### src/rtl/sdram_arb_pkg.sv
`default_nettype none
// ============================================================================
// Module   : sdram_arb_pkg
// Purpose  : Shared types and widths for the SDRAM client arbiter.
// Revision : 1.0 - initial release
// ============================================================================
package sdram_arb_pkg;

    localparam int ARB_NUM_CLIENTS = 4;
    localparam int ARB_ADDR_W      = 21;
    localparam int ARB_DATA_W      = 32;
    localparam int ARB_DQM_W       = 4;

    // A one-client arbiter still needs a 1-bit index to stay legal.
    function automatic int idx_width(input int n);
        return (n < 2) ? 1 : $clog2(n);
    endfunction

    localparam int CLIENT_IDX_W = idx_width(ARB_NUM_CLIENTS);

    typedef enum logic [1:0] {
        IDLE  = 2'd0,
        ISSUE = 2'd1,
        WAIT  = 2'd2
    } arb_state_t;

    typedef struct packed {
        logic [ARB_ADDR_W-1:0] addr;
        logic [ARB_DATA_W-1:0] data;
        logic [ARB_DQM_W-1:0]  byte_en;
        logic                  is_wr;
    } arb_req_t;

endpackage
`default_nettype wire

### src/rtl/sdram_client_arbiter_rr_pick.sv
`default_nettype none
// ============================================================================
// Module   : rr_pick
// Purpose  : Combinational round-robin picker: first pending slot at or after ptr.
// Revision : 1.0 - initial release
// ============================================================================
module rr_pick #(
    parameter int NUM_CLIENTS = 4,
    parameter int IDX_W       = 2
) (
    input  logic [NUM_CLIENTS-1:0] pending,
    input  logic [IDX_W-1:0]       ptr,
    output logic                   grant_valid,
    output logic [IDX_W-1:0]       grant_idx
);

    int               cand;
    logic [IDX_W-1:0] cand_idx;

    // Walk from the farthest offset down so the nearest pending slot wins.
    always_comb begin
        grant_valid = 1'b0;
        grant_idx   = '0;
        cand        = 0;
        cand_idx    = '0;
        for (int k = NUM_CLIENTS - 1; k >= 0; k--) begin
            cand = int'(ptr) + k;
            if (cand >= NUM_CLIENTS) begin
                cand = cand - NUM_CLIENTS;
            end
            cand_idx = IDX_W'(cand);
            if (pending[cand_idx]) begin
                grant_valid = 1'b1;
                grant_idx   = cand_idx;
            end
        end
    end

endmodule
`default_nettype wire

### src/rtl/sdram_client_arbiter.sv
`default_nettype none
// ============================================================================
// Module   : sdram_client_arbiter
// Purpose  : Round-robin sharing of one sdram controller port among clients.
// Revision : 1.0 - initial release
// ============================================================================
module sdram_client_arbiter
    import sdram_arb_pkg::*;
#(
    parameter int NUM_CLIENTS = ARB_NUM_CLIENTS,
    parameter int ADDR_WIDTH  = ARB_ADDR_W,
    parameter int DATA_WIDTH  = ARB_DATA_W,
    parameter int DQM_WIDTH   = ARB_DQM_W
) (
    input  logic                                  clk,
    input  logic                                  reset_n,
    input  logic [NUM_CLIENTS-1:0][ADDR_WIDTH-1:0] cl_addr,
    input  logic [NUM_CLIENTS-1:0][DATA_WIDTH-1:0] cl_data,
    input  logic [NUM_CLIENTS-1:0][DQM_WIDTH-1:0]  cl_byte_en,
    input  logic [NUM_CLIENTS-1:0]                 cl_wr,
    input  logic [NUM_CLIENTS-1:0]                 cl_rd,
    output logic [NUM_CLIENTS-1:0]                 cl_busy,
    output logic [NUM_CLIENTS-1:0]                 cl_done,
    output logic [NUM_CLIENTS-1:0][DATA_WIDTH-1:0] cl_q,
    output logic [ADDR_WIDTH-1:0]                  mem_addr,
    output logic [DATA_WIDTH-1:0]                  mem_data,
    output logic [DQM_WIDTH-1:0]                   mem_byte_en,
    output logic                                   mem_wr,
    output logic                                   mem_rd,
    input  logic                                   mem_available,
    input  logic                                   mem_ready,
    input  logic [DATA_WIDTH-1:0]                  mem_q
);

    localparam int IDX_W = idx_width(NUM_CLIENTS);

    arb_state_t                            state_q, state_d;
    logic [IDX_W-1:0]                      ptr_q, ptr_d;
    logic [IDX_W-1:0]                      grant_q, grant_d;
    logic [NUM_CLIENTS-1:0]                pend_q, pend_d;
    logic [NUM_CLIENTS-1:0]                done_q, done_d;
    arb_req_t [NUM_CLIENTS-1:0]            slot_q, slot_d;
    logic [NUM_CLIENTS-1:0][DATA_WIDTH-1:0] rdata_q, rdata_d;
    arb_req_t                              mreq_q, mreq_d;
    logic                                  mwr_q, mwr_d;
    logic                                  mrd_q, mrd_d;

    logic [NUM_CLIENTS-1:0] w_eligible;
    logic                   w_pick_valid;
    logic [IDX_W-1:0]       w_pick_idx;

    // A slot finishing this cycle is still marked pending but must not be re-granted.
    assign w_eligible = pend_q & ~done_q;

    rr_pick #(
        .NUM_CLIENTS (NUM_CLIENTS),
        .IDX_W       (IDX_W)
    ) u_rr_pick (
        .pending     (w_eligible),
        .ptr         (ptr_q),
        .grant_valid (w_pick_valid),
        .grant_idx   (w_pick_idx)
    );

    // Slots free up the cycle after the done pulse, so a strobe seen with done is dropped.
    always_comb begin
        pend_d = pend_q;
        slot_d = slot_q;
        for (int i = 0; i < NUM_CLIENTS; i++) begin
            if (done_q[i]) begin
                pend_d[i] = 1'b0;
            end else if (!pend_q[i] && (cl_wr[i] || cl_rd[i])) begin
                pend_d[i]         = 1'b1;
                slot_d[i].addr    = cl_addr[i];
                slot_d[i].data    = cl_data[i];
                slot_d[i].byte_en = cl_byte_en[i];
                slot_d[i].is_wr   = cl_wr[i];
            end
        end
    end

    always_comb begin
        state_d = state_q;
        ptr_d   = ptr_q;
        grant_d = grant_q;
        done_d  = '0;
        rdata_d = rdata_q;
        mreq_d  = mreq_q;
        mwr_d   = mwr_q;
        mrd_d   = mrd_q;
        case (state_q)
            IDLE: begin
                if (w_pick_valid) begin
                    grant_d = w_pick_idx;
                    mreq_d  = slot_q[w_pick_idx];
                    mwr_d   = slot_q[w_pick_idx].is_wr;
                    mrd_d   = !slot_q[w_pick_idx].is_wr;
                    state_d = ISSUE;
                end
            end
            ISSUE: begin
                if (mem_available) begin
                    mwr_d   = 1'b0;
                    mrd_d   = 1'b0;
                    state_d = WAIT;
                end
            end
            WAIT: begin
                if (mem_ready) begin
                    if (!mreq_q.is_wr) begin
                        rdata_d[grant_q] = mem_q;
                    end
                    done_d[grant_q] = 1'b1;
                    ptr_d   = (grant_q == IDX_W'(NUM_CLIENTS - 1)) ? '0 : grant_q + 1'b1;
                    state_d = IDLE;
                end
            end
            default: state_d = IDLE;
        endcase
    end

    always_ff @(posedge clk or negedge reset_n) begin
        if (!reset_n) begin
            state_q <= IDLE;
            ptr_q   <= '0;
            grant_q <= '0;
            pend_q  <= '0;
            done_q  <= '0;
            slot_q  <= '0;
            rdata_q <= '0;
            mreq_q  <= '0;
            mwr_q   <= 1'b0;
            mrd_q   <= 1'b0;
        end else begin
            state_q <= state_d;
            ptr_q   <= ptr_d;
            grant_q <= grant_d;
            pend_q  <= pend_d;
            done_q  <= done_d;
            slot_q  <= slot_d;
            rdata_q <= rdata_d;
            mreq_q  <= mreq_d;
            mwr_q   <= mwr_d;
            mrd_q   <= mrd_d;
        end
    end

    assign cl_busy     = pend_q;
    assign cl_done     = done_q;
    assign cl_q        = rdata_q;
    assign mem_addr    = mreq_q.addr;
    assign mem_data    = mreq_q.data;
    assign mem_byte_en = mreq_q.byte_en;
    assign mem_wr      = mwr_q;
    assign mem_rd      = mrd_q;

endmodule
`default_nettype wire

### config.mk
export PLATFORM = sky130hd
export DESIGN_NAME = sdram_client_arbiter
export DESIGN_NICKNAME = d
export VERILOG_FILES = /design/src/rtl/sdram_arb_pkg.sv /design/src/rtl/sdram_client_arbiter_rr_pick.sv /design/src/rtl/sdram_client_arbiter.sv
export SDC_FILE = /design/constraint.sdc
export NUM_CORES = 1
export LEC_CHECK = 0
export CORE_ASPECT_RATIO = 0.9
export CORE_MARGIN = 5
export CORE_UTILIZATION = 30
export DETAILED_ROUTE_END_ITERATION = 8
export GPL_TIMING_DRIVEN = 0
export PLACE_DENSITY_LB_ADDON = 0.25
export RECOVER_POWER = 25
export SYNTH_ARGS = -nofsm -noshare
export SYNTH_HDL_FRONTEND = slang
export SYNTH_SLANG_ARGS = --single-unit
### constraint.sdc
create_clock -name clk -period 3.4 [get_ports clk]
set_input_delay 0.68 -clock clk [delete_from_list [all_inputs] [get_ports clk]]
set_output_delay 0.68 -clock clk [all_outputs]
set_load 0.02 [all_outputs]
==> report_table.html, run 1 <==
<table>
<tr><th>Metric</th><th>Value</th></tr>
<tr><th colspan="2">Status</th></tr>
<tr><td>Violated checks</td><td>capacitance limit, slew limit</td></tr>
<tr><td>Run status</td><td>finished, violations left</td></tr>
<tr><th colspan="2">Synthesis</th></tr>
<tr><td>Fraction of the mapped netlist area in compound gates</td><td>6.75%</td></tr>
<tr><td>Biggest area consumer among synthesized cells</td><td>dfrtp_1</td></tr>
<tr><td>Count of cell types in the netlist</td><td>40</td></tr>
<tr><td>Portion of synthesized cell area occupied by the leading cell type</td><td>58.8%</td></tr>
<tr><td>Post-synth EDFFs</td><td>0</td></tr>
<tr><td>Yosys warning count</td><td>0</td></tr>
<tr><td>Fraction of synthesized area in multiplexers</td><td>27.4%</td></tr>
<tr><td>Cell Area, Synth</td><td>18500 sq um</td></tr>
<tr><td>Adder-Cell Fraction of Synth Area</td><td>0.271%</td></tr>
<tr><td>Mapped Nets</td><td>1560</td></tr>
<tr><td>Number of register bits inferred by synthesis</td><td>434</td></tr>
<tr><td>Flip-flop cell with the highest count after synthesis</td><td>dfrtp_1</td></tr>
<tr><td>Ys async rst share</td><td>100%</td></tr>
<tr><td>Part of the Yosys area used for sequential elements</td><td>58.8%</td></tr>
<tr><td>Post-synthesis xor/xnor area fraction</td><td>0%</td></tr>
<tr><td>Largest cells by area after synthesis</td><td>dfrtp_1 59%, mux2_2 24%, mux2i_1 3.2%</td></tr>
<tr><td>Largest family of logic cells by synthesized area</td><td>multiplexers</td></tr>
<tr><td>Average cell area after synthesis</td><td>14.4 sq um</td></tr>
<tr><td>Simple logic cell fraction of the synthesized area</td><td>2.26%</td></tr>
<tr><td>Post-Synthesis Cells</td><td>1284</td></tr>
<tr><th colspan="2">Floorplan</th></tr>
<tr><td>Die X</td><td>271 um</td></tr>
<tr><td>Die area</td><td>66600 sq um</td></tr>
<tr><td>Vertical extent of the die</td><td>245 um</td></tr>
<tr><td>Core area</td><td>61100 sq um</td></tr>
<tr><td>I/O pins</td><td>467</td></tr>
<tr><td>Num rows</td><td>86</td></tr>
<tr><td>Initial standard-cell utilization of the core</td><td>30.2%</td></tr>
<tr><th colspan="2">STA</th></tr>
<tr><td>Max Clock Skew</td><td>23.6 ps</td></tr>
<tr><td>Final critical-path setup slack</td><td>425 ps</td></tr>
<tr><td>Post-route clock period utilization</td><td>87.5%</td></tr>
<tr><td>Slew @ Worst Pin</td><td>1630 ps</td></tr>
<tr><td>Total count of max-transition violations in the final report</td><td>112</td></tr>
<tr><td>RSZ-0062 raised after global routing</td><td>no</td></tr>
<tr><td>Setup violations, final</td><td>0</td></tr>
<tr><td>Max transition margin</td><td>-8.45%</td></tr>
<tr><td>Worst hold margin</td><td>155 ps</td></tr>
<tr><td>Hold Violations, Final</td><td>0</td></tr>
<tr><td>Highest Clock Rate</td><td>336 MHz</td></tr>
<tr><td>Period minus WS final</td><td>2970 ps</td></tr>
<tr><th colspan="2">Global route</th></tr>
<tr><td>Initial antenna violation count</td><td>10</td></tr>
<tr><td>Total overflow reported by the global router</td><td>0</td></tr>
<tr><td>Number of global-route vias before repair</td><td>14.0k</td></tr>
<tr><td>Total routing resource utilization after global routing</td><td>17.8%</td></tr>
<tr><td>Pin count of the biggest net entering global routing</td><td>115</td></tr>
<tr><td>Global-route wire length before repair</td><td>90500 um</td></tr>
<tr><th colspan="2">Drt</th></tr>
<tr><td>DRC Markers</td><td>0</td></tr>
<tr><td>Antenna-violating nets left</td><td>0</td></tr>
<tr><td>1st-iter DRT viols</td><td>527</td></tr>
<tr><td>First-pass iteration count of the detailed router</td><td>5</td></tr>
<tr><td>Total wire length</td><td>60600 um</td></tr>
<tr><td>Average via count per standard cell</td><td>4.74</td></tr>
<tr><td>Detailed-route via count</td><td>12.5k</td></tr>
<tr><td>Wire length per cell</td><td>22.9 um</td></tr>
<tr><th colspan="2">Power</th></tr>
<tr><td>Worst supply voltage drop on vdd</td><td>493 uV</td></tr>
<tr><td>Leakage power</td><td>11.6 nW</td></tr>
<tr><td>PwrDens</td><td>937 nW/um^2</td></tr>
<tr><th colspan="2">Setup path</th></tr>
<tr><td>Highest net fanout along the worst path</td><td>10</td></tr>
<tr><td>Sort of element at the start of the critical path</td><td>input port</td></tr>
<tr><td>Register-to-register path setup slack</td><td>600 ps</td></tr>
<tr><td>Worst path required time</td><td>3860 ps</td></tr>
<tr><td>Worst Setup Path Type</td><td>input port to flip-flop</td></tr>
<tr><td>Crit. End Element</td><td>flip-flop</td></tr>
<tr><td>Data arrival time of the critical path</td><td>3430 ps</td></tr>
<tr><th colspan="2">Layout</th></tr>
<tr><td>Layout Cells excl Fill</td><td>2639</td></tr>
<tr><td>Number of nets in the final layout</td><td>2081</td></tr>
<tr><td>Layout filler cell count</td><td>5617</td></tr>
<tr><td>Commonest non-fill, non-tap cell in the layout</td><td>clkdlybuf4s50_1</td></tr>
<tr><td>Layout cell share with drive strength beyond 1</td><td>32.5%</td></tr>
<tr><td>Final design instance area without fill</td><td>25900 sq um</td></tr>
<tr><td>Leading cell types in the layout, fill and taps excluded</td><td>460 x clkdlybuf4s50_1, 434 x dfrtp_1, 397 x mux2_2</td></tr>
<tr><td>Post-synthesis to final-layout area growth</td><td>40.2%</td></tr>
<tr><th colspan="2">Clock network</th></tr>
<tr><td>Clock tree from TritonCTS</td><td>yes</td></tr>
<tr><td># resized after CTS</td><td>0</td></tr>
<tr><td>Root buffer cell</td><td>clkbuf_16</td></tr>
<tr><td>Postcts setup bufs</td><td>0</td></tr>
<tr><td>Buffers from clock root to sink, at most</td><td>3</td></tr>
<tr><td># H-tree levels</td><td>2</td></tr>
<tr><td>Number of buffers added by the clock tree synthesis step</td><td>50</td></tr>
<tr><td>CTS clock-pin slew for the worst setup and hold paths</td><td>60 ps</td></tr>
<tr><td>Sink count of the clock tree</td><td>434</td></tr>
<tr><td>Clk Latency, worst-skew pair</td><td>580 ps</td></tr>
<tr><td>CTS hold repair buffers</td><td>0</td></tr>
<tr><th colspan="2">Placed design</th></tr>
<tr><td>Placed instance area</td><td>24200 sq um</td></tr>
<tr><td>DP HPWL</td><td>44700 um</td></tr>
<tr><td>Number of input and output port buffers inserted</td><td>466</td></tr>
<tr><td>Placement-stage worst setup slack</td><td>-194 ps</td></tr>
<tr><td>RD Place Congestion</td><td>0.782</td></tr>
<tr><td>DP Cell Count</td><td>2545</td></tr>
<tr><th colspan="2">Worst hold path</th></tr>
<tr><td>Class of the worst hold path</td><td>input port to asynchronous set/reset pin</td></tr>
<tr><th colspan="2">Run</th></tr>
<tr><td>Count of maximum capacitance violations</td><td>1</td></tr>
</table>
-- synthesized netlist by cell type, types with 2 or more instances --
cell type	n
buf_4	65
buf_2	22
buf_1	11
inv_1	3
o21ai_0	25
ha_1	4
a211oi_1	17
and2_1	6
dfrtp_1	434
nand2b_1	7
nor3b_1	2
nand3b_1	3
a22oi_1	21
o22ai_1	2
a31oi_1	17
nand2_1	19
a21boi_0	17
clkbuf_1	34
a22oi_2	20
mux2_2	397
a221oi_1	14
nand3_1	3
buf_6	4
nor2b_1	4
mux2i_1	59
a21oi_1	3
nor2_1	30
nor3_1	4
a221oi_2	3
o21ai_1	24
-- final timing paths --
path | from | endpoint | cells past startpoint
max | cl_wr[1] | slot_q[73] | 5
min | reset_n | slot_q[194] | 1
max reg2reg | cl_done[1] | mem_data[30] | 7
min reg2reg | slot_q[0] | slot_q[0] | 2
max in group asynchronous | reset_n | cl_q[101] | 3
min in group clk | slot_q[0] | slot_q[0] | 2
-- kinds of logic after synthesis --
kind of cell             Yosys count
multiplexers                     456
AO/OA/AOI/OAI                    167
flip-flops                       434
AND/OR/NAND/NOR                   83
adder cells (fa/ha/maj)            4
buffers and inverters            140
-- state kept, by name, indices dropped and copies added, names as in the netlist --
signal and cells:
mem_addr 21, ptr_q 2, mem_rd 1, cl_busy 4, cl_q 128, mem_byte_en 4, state_q 2, mem_wr 1
mem_data 32, grant_q 2, cl_done 4, slot_q 232, mreq_q 1
-- final cells by class --
class                      count  area (sq um)  area share [%]
clock buffer                  69          1430            5.54
multi-input combinational    710          6770            26.2
timing repair buffer         469          4710            18.2
antenna                        3          7.51          0.0290
sequential                   434         10900            41.9
buffer                       136           812            3.14
tap                          792           991            3.83
inverter                       4          15.0          0.0580
clock inverter                22           285            1.10
-- through the flow --
stage,power [W],setup TNS [ps],utilization [%]
5_1_grt,0.0257,0,42.3
4_1_cts,0.0246,0,42.4
3_5_place_dp,0.0189,-5090,39.6
3_3_place_gp,0.0187,-7772370,39.5
6_report,0.0243,0,42.4
2_1_floorplan,0.0146,0,-
-- metal layers --
metal	vias up	track usage [%]	wire, um
li1	5646	-	-
met1	6417	22.5	25900
met2	366	30.0	29200
met3	80	5.87	4280
met4	10	3.94	1080
met5	-	0	69
-- report_power, final --
group,internal [W],leakage [nW],switching [W]
combinational,0.00516,5.15,0.00492
sequential,0.00738,5.57,0.00118
clock,0.00341,0.843,0.00220
-- worst max-delay path, stage by stage --
cell and delay, ps:
dlygate4sd3_1 580, o21ai_1 380, clkbuf_1 690, clkbuf_1 670, mux2_2 410
Power figures use the tool's default switching activity.
==> inputs of run 2 (changes only) <==
--- a/config.mk
+++ b/config.mk
@@ -6,8 +6,8 @@
 export NUM_CORES = 1
 export LEC_CHECK = 0
 export CORE_ASPECT_RATIO = 0.9
-export CORE_MARGIN = 5
-export CORE_UTILIZATION = 30
+export CORE_MARGIN = 4
+export CORE_UTILIZATION = 43
 export DETAILED_ROUTE_END_ITERATION = 8
 export GPL_TIMING_DRIVEN = 0
 export PLACE_DENSITY_LB_ADDON = 0.25
==> run 2 against run 1 <==
  * The flow still finishes with violations (capacitance limit, slew limit)
  * First-iteration DRC count up 27%
  * Largest power group unchanged
  * Worst setup slack got worse by 85 ps
  * Routed wire length fell by 6.9%
  * Highest routed layer unchanged
  * Critical endpoint is now slot_q[164]
  * Worst hold slack improved by 320 ps
  * Die area fell by 30%
  * Sequential power is 0.5% higher
  * Core utilization up 18 points
  * Register-to-register slack improved by 60 ps
  * Critical path type unchanged
==> report_table.html, run 2 (same netlist as run 1, synthesis figures left out) <==
<table>
<tr><th>Metric</th><th>Value</th></tr>
<tr><th colspan="2">Status</th></tr>
<tr><td>Run status</td><td>finished, violations left (unchanged)</td></tr>
<tr><td>Violated checks</td><td>capacitance limit, slew limit (unchanged)</td></tr>
<tr><th colspan="2">Global route</th></tr>
<tr><td>Initial antenna violation count</td><td>10 (unchanged)</td></tr>
<tr><td>Total overflow reported by the global router</td><td>0 (unchanged)</td></tr>
<tr><td>Global-route wire length before repair</td><td>84900 um (was 90500 um)</td></tr>
<tr><td>Pin count of the biggest net entering global routing</td><td>109 (was 115)</td></tr>
<tr><td>Total routing resource utilization after global routing</td><td>24.2% (was 17.8%)</td></tr>
<tr><td>Number of global-route vias before repair</td><td>14.0k (about the same)</td></tr>
<tr><th colspan="2">Setup path</th></tr>
<tr><td>Worst Setup Path Type</td><td>input port to flip-flop (unchanged)</td></tr>
<tr><td>Worst reg2reg path depth</td><td>5 (was 7)</td></tr>
<tr><td>Crit. End Element</td><td>flip-flop (unchanged)</td></tr>
<tr><td>Worst path required time</td><td>3850 ps (was 3860 ps)</td></tr>
<tr><td>Sort of element at the start of the critical path</td><td>input port (unchanged)</td></tr>
<tr><td>Terminus of the critical flop-to-flop path</td><td>slot_q[164] (was mem_data[30])</td></tr>
<tr><td>Highest net fanout along the worst path</td><td>10 (unchanged)</td></tr>
<tr><td>Launch instance of the worst register-to-register path</td><td>cl_busy[2] (was cl_done[1])</td></tr>
<tr><td>Data arrival time of the critical path</td><td>3510 ps (was 3430 ps)</td></tr>
<tr><td>Register-to-register path setup slack</td><td>660 ps (was 600 ps)</td></tr>
<tr><th colspan="2">Power</th></tr>
<tr><td>Switching fraction of total power</td><td>34.5% (was 34.2%)</td></tr>
<tr><td>Leakage power</td><td>11.5 nW (was 11.6 nW)</td></tr>
<tr><td>Power Internal</td><td>0.0155 W (was 0.0160 W)</td></tr>
<tr><td>Worst supply voltage drop on vdd</td><td>489 uV (was 493 uV)</td></tr>
<tr><td>Combinational fraction of design power</td><td>42.4% (was 41.6%)</td></tr>
<tr><td>Clock group share of total power</td><td>21.3% (was 23.1%)</td></tr>
<tr><td>Part of the power in registers</td><td>36.3% (was 35.3%)</td></tr>
<tr><td>Overall power after layout</td><td>0.0237 W (was 0.0243 W)</td></tr>
<tr><td>Power spent charging and discharging nets</td><td>0.00817 W (was 0.00830 W)</td></tr>
<tr><td>PwrDens</td><td>930 nW/um^2 (was 937 nW/um^2)</td></tr>
<tr><th colspan="2">Clock network</th></tr>
<tr><td>Sink count of the clock tree</td><td>434 (unchanged)</td></tr>
<tr><td>CTS hold repair buffers</td><td>0 (unchanged)</td></tr>
<tr><td>Number of buffers added by the clock tree synthesis step</td><td>47 (was 50)</td></tr>
<tr><td>Clk Latency, worst-skew pair</td><td>570 ps (was 580 ps)</td></tr>
<tr><td>CTS clock-pin slew for the worst setup and hold paths</td><td>60 ps (about the same)</td></tr>
<tr><td>Clock tree from TritonCTS</td><td>yes (unchanged)</td></tr>
<tr><td># H-tree levels</td><td>2 (unchanged)</td></tr>
<tr><td># resized after CTS</td><td>0 (unchanged)</td></tr>
<tr><td>Postcts setup bufs</td><td>0 (unchanged)</td></tr>
<tr><td>Root buffer cell</td><td>clkbuf_16 (unchanged)</td></tr>
<tr><td>Buffers from clock root to sink, at most</td><td>3 (unchanged)</td></tr>
<tr><th colspan="2">STA</th></tr>
<tr><td>Hold Violations, Final</td><td>0 (unchanged)</td></tr>
<tr><td>Setup Total Neg Slack</td><td>0 ps (unchanged)</td></tr>
<tr><td>Slew @ Worst Pin</td><td>1640 ps (was 1630 ps)</td></tr>
<tr><td>Final critical-path setup slack</td><td>340 ps (was 425 ps)</td></tr>
<tr><td>Setup violations, final</td><td>0 (unchanged)</td></tr>
<tr><td>Max transition margin</td><td>-9.40% (was -8.45%)</td></tr>
<tr><td>Highest Clock Rate</td><td>327 MHz (was 336 MHz)</td></tr>
<tr><td>Period minus WS final</td><td>3060 ps (was 2970 ps)</td></tr>
<tr><td>Max Clock Skew</td><td>9.70 ps (was 23.6 ps)</td></tr>
<tr><td>Post-route clock period utilization</td><td>90.0% (was 87.5%)</td></tr>
<tr><td>Total count of max-transition violations in the final report</td><td>61 (was 112)</td></tr>
<tr><td>RSZ-0062 raised after global routing</td><td>no (unchanged)</td></tr>
<tr><th colspan="2">Layout</th></tr>
<tr><td>Number of nets in the final layout</td><td>2079 (was 2081)</td></tr>
<tr><td>Final cell utilization of the core</td><td>60.5% (was 42.4%)</td></tr>
<tr><td>Register with the highest flop count</td><td>slot_q (unchanged)</td></tr>
<tr><td>Layout filler cell count</td><td>3345 (was 5617)</td></tr>
<tr><td>Commonest non-fill, non-tap cell in the layout</td><td>clkdlybuf4s50_1 (unchanged)</td></tr>
<tr><td>Post-synthesis to final-layout area growth</td><td>37.9% (was 40.2%)</td></tr>
<tr><td>Layout cell share with drive strength beyond 1</td><td>32.4% (was 32.5%)</td></tr>
<tr><td>Max FFs per register</td><td>232 (unchanged)</td></tr>
<tr><td>Leading cell types in the layout, fill and taps excluded</td><td>461 x clkdlybuf4s50_1, 434 x dfrtp_1, 397 x mux2_2 (was 460 x clkdlybuf4s50_1, 434 x dfrtp_1, 397 x mux2_2)</td></tr>
<tr><th colspan="2">Floorplan</th></tr>
<tr><td>Core area</td><td>42100 sq um (was 61100 sq um)</td></tr>
<tr><td>Die area</td><td>46300 sq um (was 66600 sq um)</td></tr>
<tr><td>Num rows</td><td>71 (was 86)</td></tr>
<tr><td>I/O pins</td><td>467 (unchanged)</td></tr>
<tr><td>Vertical extent of the die</td><td>205 um (was 245 um)</td></tr>
<tr><td>Die X</td><td>226 um (was 271 um)</td></tr>
<tr><td>Initial standard-cell utilization of the core</td><td>43.8% (was 30.2%)</td></tr>
<tr><th colspan="2">Drt</th></tr>
<tr><td>Antenna-violating nets left</td><td>0 (unchanged)</td></tr>
<tr><td>Average via count per standard cell</td><td>5.27 (was 4.74)</td></tr>
<tr><td>DRC Markers</td><td>0 (unchanged)</td></tr>
<tr><td>Wire length per cell</td><td>23.6 um (was 22.9 um)</td></tr>
<tr><td>Detailed-route via count</td><td>12.6k (was 12.5k)</td></tr>
<tr><td>Total wire length</td><td>56400 um (was 60600 um)</td></tr>
<tr><td>First-pass iteration count of the detailed router</td><td>4 (was 5)</td></tr>
<tr><td>1st-iter DRT viols</td><td>668 (was 527)</td></tr>
<tr><th colspan="2">Placed design</th></tr>
<tr><td>RD Place Congestion</td><td>0.789 (was 0.782)</td></tr>
<tr><td>Number of input and output port buffers inserted</td><td>466 (unchanged)</td></tr>
<tr><td>Placement-stage worst setup slack</td><td>-369 ps (was -194 ps)</td></tr>
<tr><td>DP HPWL</td><td>41900 um (was 44700 um)</td></tr>
<tr><th colspan="2">Worst hold path</th></tr>
<tr><td>Min-Delay Path Depth</td><td>2</td></tr>
<tr><td>Launch instance of the worst min-delay path</td><td>slot_q[0]</td></tr>
<tr><td>Class of the worst hold path</td><td>flip-flop to flip-flop (was input port to asynchronous set/reset pin)</td></tr>
<tr><td>Hold EP</td><td>slot_q[0]</td></tr>
<tr><th colspan="2">Run</th></tr>
<tr><td>Count of maximum capacitance violations</td><td>1 (unchanged)</td></tr>
</table>
## run 2: cell count changes in the layout (fill, tap and decap cells not counted), sizes merged
cell / previous run / this run
clkdlybuf4s50: 460 / 461
clkbuf: 105 / 103
dlygate4sd3: 5 / 4
bufinv: 6 / 1
clkinvlp: 3 / 2
buf: 104 / 106
diode: 3 / 6
inv: 7 / 4
clkinv: 10 / 13
## run 2: power by group through the flow
| stage | Combinational [W] | Sequential (W) | Clock (W) |
|---|---|---|---|
| finish | 0.0100 | 0.00861 | 0.00504 |
| global route | 0.0108 | 0.00887 | 0.00539 |
| CTS | 0.0101 | 0.00860 | 0.00517 |
| detailed placement | 0.0101 | 0.00866 | 0 |
| global placement | 0.00989 | 0.00858 | 0 |
| floorplan | 0.00558 | 0.00904 | 0 |
## run 2: worst max path at each step
stage | cells after the start | startpoint | endpoint | slack [ps]
detailed placement | 5 | cl_wr[2] | slot_q[164] | -370
finish | 5 | cl_wr[2] | slot_q[164] | 340
global placement | 1 | reset_n | cl_q[18] | -17380
global route | 5 | cl_wr[2] | slot_q[159] | 170
CTS | 5 | cl_wr[2] | slot_q[164] | 260
floorplan | 8 | cl_done[0] | mem_data[2] | 1260
## run 2: layout make-up
type / count / area [sq um] / share of cell area, %
Clock inverter: 16 / 118 / 0.462
Inverter: 4 / 15.0 / 0.0590
Buffer: 136 / 812 / 3.19
Sequential cell: 434 / 10900 / 42.6
Antenna cell: 6 / 15.0 / 0.0590
Multi-Input combinational cell: 710 / 6770 / 26.6
Timing Repair Buffer: 470 / 4770 / 18.7
Tap cell: 547 / 684 / 2.69
Clock buffer: 68 / 1420 / 5.57
## run 2: stage by stage
stage                     hold WS (ps)  area, sq um  std cells
after floorplan                    384        18500       1284
after global placement             462        23800       2297
after detailed placement           468        23900       2301
after CTS                         31.5        25500       2385
after global routing               508        25500       2389
final                              479        25500       2391
## run 2: worst max-delay path, stage by stage
cell             delay, ps
clkdlybuf4s50_1        440
o21ai_1                700
clkbuf_1               680
buf_1                  580
mux2_2                 410
## run 2: metal layers
metal	up-vias	part of all wire, %	routed length (um)	track usage [%]
met5	-	0.11	61	0
met4	10	1.6	919	6.00
met3	71	9.3	5210	8.57
met2	405	49	27700	40.7
met1	6489	40	22500	30.0
li1	5624	-	-	-
